`src/rtl/receptor_trafico.sv`:
```
// rtl/receptor_trafico.sv - two-port egress receiver: paced FIFO pops, per-port counts, sequence/destination checks
module receptor_trafico #(
  parameter int DATA_W = 6,
  parameter int CNT_W  = 8
) (
  input  logic              clk,
  input  logic              reset,
  input  logic              init,
  input  logic [CNT_W-1:0]  expected_D0,
  input  logic [CNT_W-1:0]  expected_D1,
  input  logic              D0_empty,
  input  logic              D1_empty,
  input  logic [DATA_W-1:0] data_out0,
  input  logic [DATA_W-1:0] data_out1,
  output logic              pop_D0,
  output logic              pop_D1,
  output logic [CNT_W-1:0]  count_D0,
  output logic [CNT_W-1:0]  count_D1,
  output logic [1:0]        seq_err,
  output logic [1:0]        dest_err,
  output logic              done
);

  typedef enum logic [1:0] {IDLE, ACTIVE, DONE} state_t;

  state_t           state, state_next;
  logic [1:0]       pop, pop_next, pend, first, empty;
  logic [CNT_W-1:0] cnt      [2];
  logic [CNT_W-1:0] expd     [2];
  logic [CNT_W:0]   inflight [2];
  logic [4:0]       word     [2];
  logic [3:0]       nxt      [2];
  logic             unused_hi;

  assign empty     = {D1_empty, D0_empty};
  assign expd[0]   = expected_D0;
  assign expd[1]   = expected_D1;
  assign word[0]   = data_out0[4:0];
  assign word[1]   = data_out1[4:0];
  assign unused_hi = ^{data_out0[DATA_W-1:5], data_out1[DATA_W-1:5]};
  assign pop_D0    = pop[0];
  assign pop_D1    = pop[1];
  assign count_D0  = cnt[0];
  assign count_D1  = cnt[1];

  always_comb begin
    state_next = state;
    pop_next   = '0;
    done       = (state == DONE);
    // A word already popped but not yet captured counts toward the target, so no extra pop is issued.
    for (int i = 0; i < 2; i++)
      inflight[i] = {1'b0, cnt[i]} + (CNT_W+1)'(pend[i]);
    case (state)
      IDLE: begin
        if (init) state_next = ACTIVE;
      end
      ACTIVE: begin
        if (cnt[0] >= expd[0] && cnt[1] >= expd[1]) state_next = DONE;
        for (int i = 0; i < 2; i++)
          pop_next[i] = !empty[i] && !pop[i] && (inflight[i] < {1'b0, expd[i]});
      end
      default: ;
    endcase
    if (init) begin
      state_next = ACTIVE;
      pop_next   = '0;
    end
  end

  always_ff @(posedge clk or negedge reset) begin
    if (!reset) begin
      state    <= IDLE;
      pop      <= '0;
      pend     <= '0;
      first    <= 2'b11;
      seq_err  <= '0;
      dest_err <= '0;
      for (int i = 0; i < 2; i++) begin
        cnt[i] <= '0;
        nxt[i] <= '0;
      end
    end else begin
      state <= state_next;
      pop   <= pop_next;
      if (init) begin
        pend     <= '0;
        first    <= 2'b11;
        seq_err  <= '0;
        dest_err <= '0;
        for (int i = 0; i < 2; i++) begin
          cnt[i] <= '0;
          nxt[i] <= '0;
        end
      end else begin
        pend <= pop;
        for (int i = 0; i < 2; i++) begin
          if (pend[i]) begin
            if (cnt[i] != '1) cnt[i] <= cnt[i] + CNT_W'(1);
            if (word[i][4] != i[0]) dest_err[i] <= 1'b1;
            // Always resynchronise to the received payload so one gap flags only once.
            if (!first[i] && word[i][3:0] != nxt[i]) seq_err[i] <= 1'b1;
            first[i] <= 1'b0;
            nxt[i]   <= word[i][3:0] + 4'd1;
          end
        end
      end
    end
  end

endmodule

```
`config.mk`:
```
export PLATFORM = sky130hd
export DESIGN_NAME = receptor_trafico
export DESIGN_NICKNAME = d
export VERILOG_FILES = /design/src/rtl/receptor_trafico.sv
export SDC_FILE = /design/constraint.sdc
export NUM_CORES = 1
export LEC_CHECK = 0
export ABC_AREA = 1
export CORE_MARGIN = 4
export CORE_UTILIZATION = 52
export CTS_CLUSTER_SIZE = 12
export DETAILED_ROUTE_END_ITERATION = 8
export HOLD_SLACK_MARGIN = 0.05
export PLACE_DENSITY = 0.8
export SLEW_MARGIN = 20
export SYNTH_ARGS = -nofsm -noshare
export SYNTH_HDL_FRONTEND = slang
export SYNTH_SLANG_ARGS = --single-unit
export TNS_END_PERCENT = 50
```
`constraint.sdc`:
```
create_clock -name clk -period 2.2 [get_ports clk]
set_clock_uncertainty 0.05 [all_clocks]
set_input_delay 0.55 -clock clk [delete_from_list [all_inputs] [get_ports clk]]
set_output_delay 0.55 -clock clk [all_outputs]
set_load 0.02 [all_outputs]
```
==> results.py, run 1 <==
metrics = {
    "run_status": {
        "status": "finished, final reports clean",
    },
    "yosys": {
        "synth_top_area_share_pct": 30.22,
        "ys_types": 31,
        "ys.warnings.count": 0,
        "seq_area_frac_synth_pct": 32.09,
        "syn-cell-area_mm2": 0.002815,
        "synth-edff-count": 0,
        "synthArstFlopShare_pct": 100.0,
        "avgSynthCellArea_um2": 7.650,
        "synth_commonest_cells": "nand2_1 (76), inv_1 (58), ha_1 (39)",
        "ys_ff_latch": 36,
        "syn-num-nets": 440,
        "ys.flop_type": "dfrtp_1",
        "syn_inst": 368,
        "synth_most_common_cell": "nand2_1",
        "yosysTopAreaCell": "dfrtp_1",
        "ys_top_cells_by_area": "dfrtp_1 (30%), ha_1 (17%), nand2_1 (10%)",
    },
    "final_layout": {
        "regArea_um2": 903.4,
        "fillerInstances": 398,
        "n_antenna_cell": 0,
        "final_nets": 509,
        "syn2layout_area_growth_pct": 29.51,
        "multi_input_area_mm2": 0.001663,
        "fin_area_mm2": 0.003646,
        "drive_above_1_share_pct": 8.447,
    },
    "power_and_ir_drop": {
        "seq_power_share_pct": 41.7,
        "ir_drop_v": 0.0003535,
        "clock_power_share_pct": 36.8,
        "leakage_nw": 1.861,
        "power_frac_comb_pct": 21.5,
        "p_int_mw": 1.264,
        "p_total_mw": 1.724,
        "switching_share_pct": 26.69,
        "p_sw_mw": 0.4601,
        "p_per_area_mw_per_mm2": 472.9,
    },
    "global_routing": {
        "grt_overflow": 0,
        "grt_max_degree": 37,
        "grt_pass1_vias": 2488,
        "antenna_found_initial": 0,
        "grtUsageTotal_pct": 20.18,
        "grt_pass1_wl_mm": 10.69,
    },
    "routing": {
        "drtIter0Drc": 152,
        "dr.pass1.iters": 5,
        "detail-route-antenna-nets": 0,
        "routed_wl_mm": 6.114,
        "routedWlPerCell_um": 12.04,
        "num_vias": 2554,
        "routed_via_density": 5.028,
        "drc_errors": 0,
    },
    "place": {
        "gp_congestion": 0.8352,
        "dpl_cell_area_mm2": 0.003502,
        "portBuffers": 53,
        "hpwlAfterDp_mm": 4.887,
    },
    "critical_path": {
        "crit_path_start_kind": "flop",
        "reg2reg_from": "count_D1[3]",
        "path_cells": "clkdlybuf4s50_1",
        "max_stage_delay_ps": 680,
        "cp_max_fo": 10,
        "r2r_end": "pop[1]",
        "cp_slowest_cell": "clkdlybuf4s50_1",
        "reg2reg_slack_ps": 180,
        "cp.arrival_ps": 1520,
        "crit_family": "buffers and inverters",
        "worstPathRequired_ps": 1600,
        "critPathCaptureType": "output port",
        "reg2reg_depth": 8,
        "crit_type": "flop to output port",
        "crit_start": "count_D0[2]",
        "path_depth": 1,
        "path_buf_inv": 1,
    },
    "timing": {
        "setup_viol": 0,
        "max_slew.worst_pin.slew_ps": 462.4,
        "hold_violations": 0,
        "slew_headroom_pct": 69.17,
        "rsz0062_at_grt": "no",
        "slew_viol_final": 0,
        "timing.final.crit_share_pct": 96.28,
        "fmax_mhz": 472.1,
        "period_needed_ps": 2118,
        "fin_setup_tns_ps": 0,
    },
    "floorplanning": {
        "die_area_mm2": 0.006655,
        "die_h_um": 81.58,
        "io_pins": 56,
        "rows": 26,
        "start_util_pct": 54.43,
        "core_mm2": 0.005172,
        "fp.dieW_um": 81.58,
    },
    "cts": {
        "ctsLongestPathBuffers": 2,
        "clk-insertion-delay-late_ps": 290,
        "clk_transition_reported_paths_ps": 80,
        "h-tree-depth": 2,
        "tritoncts": "done",
        "cts_made_buffers": 5,
        "cts_sinks": 36,
        "clockRootBuffer": "clkbuf_8",
    },
    "worst_hold_path": {
        "worstHoldPathType": "input pin to async pin",
    },
    "run": {
        "cap_violations": 0,
    },
}
sequential cells by signal (all words and copies together) (netlist names):
signal,cells
count_D1,8
nxt,8
state,2
count_D0,8
seq_err,2
pop,2
first,2
pend,2
dest_err,2
through the flow:
stage	std cells	hold WS, ps	setup WS [ps]	utilization (%)
3_5_place_dp	499	412.2	66.85	67.71
6_report	508	247.9	81.89	70.49
3_3_place_gp	499	398.6	97.30	67.71
2_1_floorplan	368	204.4	135.2	-
5_1_grt	508	280.4	6.737	70.49
4_1_cts	507	266.1	81.45	70.15
metal layers:
layer	track usage, %	part of all wire [%]
met1	27.34	46
met2	33.79	48
met3	3.947	5.4
met4	3.821	0.87
met5	0	0
repair_timing:
item,in CTS,in global routing
hold buffers,0,0
gates resized for setup,0,2
buffers inserted,0,1
hold endpoints to repair,0,0
endpoints found under the setup margin,0,1
cell usage in the layout (no fill, tap or decap), types with 2 or more instances in the layout:
cell / synthesis / final
xnor2_1: 11 / 11
nor2_1: 29 / 29
inv_2: 3 / 3
nand2_2: 2 / 2
dfstp_2: 2 / 2
a21oi_1: 17 / 17
o22ai_1: 3 / 3
nand4_1: 9 / 9
clkdlybuf4s50_1: 0 / 52
o21ai_0: 15 / 15
inv_1: 58 / 58
nand3_1: 26 / 25
ha_1: 39 / 39
nor4_1: 2 / 2
nor3_1: 5 / 4
o21ai_1: 3 / 3
nand2_1: 76 / 76
nand2_4: 2 / 2
o21a_1: 2 / 2
dfrtp_1: 34 / 34
buf_4: 1 / 14
clkbuf_8: 0 / 7
xor2_1: 16 / 16
o31ai_1: 3 / 3
power groups by stage:
stage / Sequential, mW / Combinational, mW / Clock (mW)
after floorplan: 0.752 / 0.175 / 0
after global placement: 0.730 / 0.359 / 0
after detailed placement: 0.731 / 0.372 / 0
after CTS: 0.718 / 0.374 / 0.648
after global routing: 0.723 / 0.423 / 0.680
final: 0.718 / 0.371 / 0.635
logic make-up after synthesis:
group | synth area share (%)
compound gates | 8.444
simple gates | 24.53
xor+xnor | 8.400
flops | 32.09
fa+ha+maj | 17.33
buf+inv | 9.200
area by class of cell:
type	instances	share of cell area (%)
Timing Repair Buffer	67	17.30
Inverter	62	6.452
Tap cell	70	2.402
Clock inverter	1	0.8236
Sequential cell	36	24.78
Clock buffer	7	2.642
Multi-Input combinational cell	265	45.61
worst max path at each step:
stage,end
floorplan,pop[1]
global placement,state[0]
detailed placement,state[0]
CTS,count_D0[2]
global route,pop[1]
finish,count_D0[2]
(Power assumes the default switching activity.)
==> inputs of run 2 (changes only) <==
- CAP_MARGIN: not set -> 5
- PLACE_DENSITY: 0.8 -> 0.83
- clock period: 2.2 -> 2.1 ns (I/O delays scaled with it)
==> run 2 against run 1 <==
  * Cell count rose by 0.98%
  * Worst hold slack got worse by 31 ps
  * Flip-flop and latch count did not move
  * Highest routed layer unchanged
  * Global-route usage rose by 1.4 points
  * Final area rose by 1.7%
  * Critical path type is now flop to flop
==> results.py, run 2 (synthesis results as in run 1) <==
metrics = {
    "place": {
        "portBuffers": 53,
        "pre_cts_ws_ps": -38.49,
        "dp.cells": 503,
        "hpwlAfterDp_mm": 5.216,
        "gp_congestion": 0.8242,
    },
    "floorplanning": {
        "start_util_pct": 54.43,
        "rows": 26,
        "fp.dieW_um": 81.58,
        "core_mm2": 0.005172,
        "die_area_mm2": 0.006655,
        "die_h_um": 81.58,
        "io_pins": 56,
    },
    "critical_path": {
        "crit_end": "pop[1]",
        "cp_slowest_cell": "dfrtp_1",
        "critPathCaptureType": "flop",
        "reg2reg_slack_ps": 60,
        "reg2reg_depth": 14,
        "crit_start": "pend[1]",
        "crit_top_cell": "nand2_1",
        "cp.arrival_ps": 2210,
        "worstPathRequired_ps": 2260,
        "cp_max_fo": 2,
        "reg2reg_from": "pend[1]",
        "crit_type": "flop to flop",
        "r2r_end": "pop[1]",
        "crit_path_start_kind": "flop",
        "max_stage_delay_ps": 390,
        "path_cells": "ha_2 > buf_4 > inv_1 > nor2_1 > xor2_1 > inv_1 > ha_1 > nand2_1 > inv_1 > nand2_1 > nand2_1 > nand2_1 > nand2_1 > a21oi_1",
    },
    "power_and_ir_drop": {
        "leakage_nw": 1.865,
        "ir_drop_v": 0.0003531,
        "p_per_area_mw_per_mm2": 474.8,
    },
    "final_layout": {
        "final_nets": 514,
        "fillerInstances": 378,
        "layout_commonest_cell": "nand2_1",
        "layoutNonFillerInstCount": 513,
        "drive_above_1_share_pct": 11.74,
        "mostFrequentLayoutCells": "nand2_1 (76), inv_1 (58), clkdlybuf4s50_1 (52), ha_1 (35), dfrtp_1 (31)",
        "syn2layout_area_growth_pct": 31.69,
        "n_antenna_cell": 0,
    },
    "cts": {
        "clk_transition_reported_paths_ps": 70,
        "ctsHoldBuffers": 0,
        "clockRootBuffer": "clkbuf_8",
        "cts_sinks": 36,
        "clk-insertion-delay-late_ps": 290,
        "cts_made_buffers": 5,
        "ctsLongestPathBuffers": 2,
        "tritoncts": "done",
        "h-tree-depth": 2,
    },
    "global_routing": {
        "grt_max_degree": 37,
        "grtUsageMet1_pct": 25.60,
        "grt_pass1_wl_mm": 11.23,
        "antenna_found_initial": 0,
        "grt.busiest_layer": "met2",
        "grtUsageTotal_pct": 21.57,
        "gr-usage-met2_pct": 39.17,
        "grt_util_met3_pct": 3.399,
        "grt_overflow": 0,
        "grt_pass1_vias": 2644,
    },
    "timing": {
        "fin_setup_tns_ps": 0,
        "fmax_mhz": 489.4,
        "slew_viol_final": 0,
        "period_needed_ps": 2043,
        "setup_viol": 0,
        "slew_headroom_pct": 68.84,
        "timing.final.crit_share_pct": 97.30,
        "layout_setup_ws_ps": 56.72,
        "hold_violations": 0,
        "max_slew.worst_pin.slew_ps": 467.5,
    },
    "routing": {
        "routed_wl_mm": 6.840,
        "dr.pass1.iters": 4,
        "drc_errors": 0,
        "routedWlPerCell_um": 13.33,
        "detail-route-antenna-nets": 0,
        "num_vias": 2650,
        "routed_via_density": 5.166,
        "drtIter0Drc": 160,
    },
    "run": {
        "cap_violations": 0,
    },
    "run_status": {
        "status": "finished, final reports clean",
    },
    "worst_hold_path": {
        "worstHoldPathType": "input pin to async pin",
    },
}
==> run 2: final cells by class <==
class	instances	area (um2)	share of cell area [%]
Multi-Input combinational cell	265	1702	45.90
Sequential cell	36	907.1	24.47
Timing Repair Buffer	72	668.1	18.02
Inverter	62	235.2	6.345
Tap cell	70	87.58	2.362
Clock buffer	6	72.57	1.957
Clock inverter	2	35.03	0.9450
==> run 2: worst min-delay path by stage <==
stage,from,cells past startpoint,end
2_1_floorplan,reset,0,count_D0[0]
3_3_place_gp,first[0],2,first[0]
3_5_place_dp,first[0],2,first[0]
4_1_cts,reset,2,count_D1[0]
5_1_grt,reset,2,count_D1[0]
6_report,reset,2,count_D1[0]
==> run 2: metrics by stage <==
stage | area (um2) | hold slack, ps | power (mW) | util, %
floorplan | 2815 | 179.4 | 0.9710 | -
global placement | 3532 | 399.0 | 1.148 | 68.29
detailed placement | 3532 | 426.9 | 1.165 | 68.29
CTS | 3656 | 233.0 | 1.768 | 70.68
global route | 3707 | 244.6 | 1.862 | 71.67
finish | 3707 | 216.6 | 1.760 | 71.67
==> run 2: critical path, delay by kind of cell (launching register included) <==
| family | cells | cell delay [ps] |
|---|---|---|
| XOR/XNOR | 1 | 210 |
| AND/OR/NAND/NOR | 6 | 490 |
| AO/OA/AOI/OAI | 1 | 120 |
| buffers and inverters | 4 | 250 |
| flip-flops | 1 | 390 |
| adder cells (fa/ha/maj) | 2 | 450 |
==> run 2: per-layer routing <==
metal | part of all wire, % | routed length, um | up-vias
met5 | 0 | 0 | -
met4 | 1.9 | 133 | 0
met1 | 43 | 2909 | 1220
met2 | 52 | 3529 | 69
met3 | 3.9 | 267 | 15
li1 | - | - | 1346
==> run 2: timing repair <==
item | CTS | global route
endpoints found under the setup margin | 2 | 3
setup buffers | 1 | 1
gates resized for setup | 3 | 11
pin swaps | 0 | 2
==> run 2: power breakdown <==
group | leakage (nW) | internal [mW] | switching (mW) | total, mW
logic | 1.33 | 0.194 | 0.221 | 0.414
registers | 0.477 | 0.722 | 0.0259 | 0.748
clock network | 0.0552 | 0.352 | 0.246 | 0.598
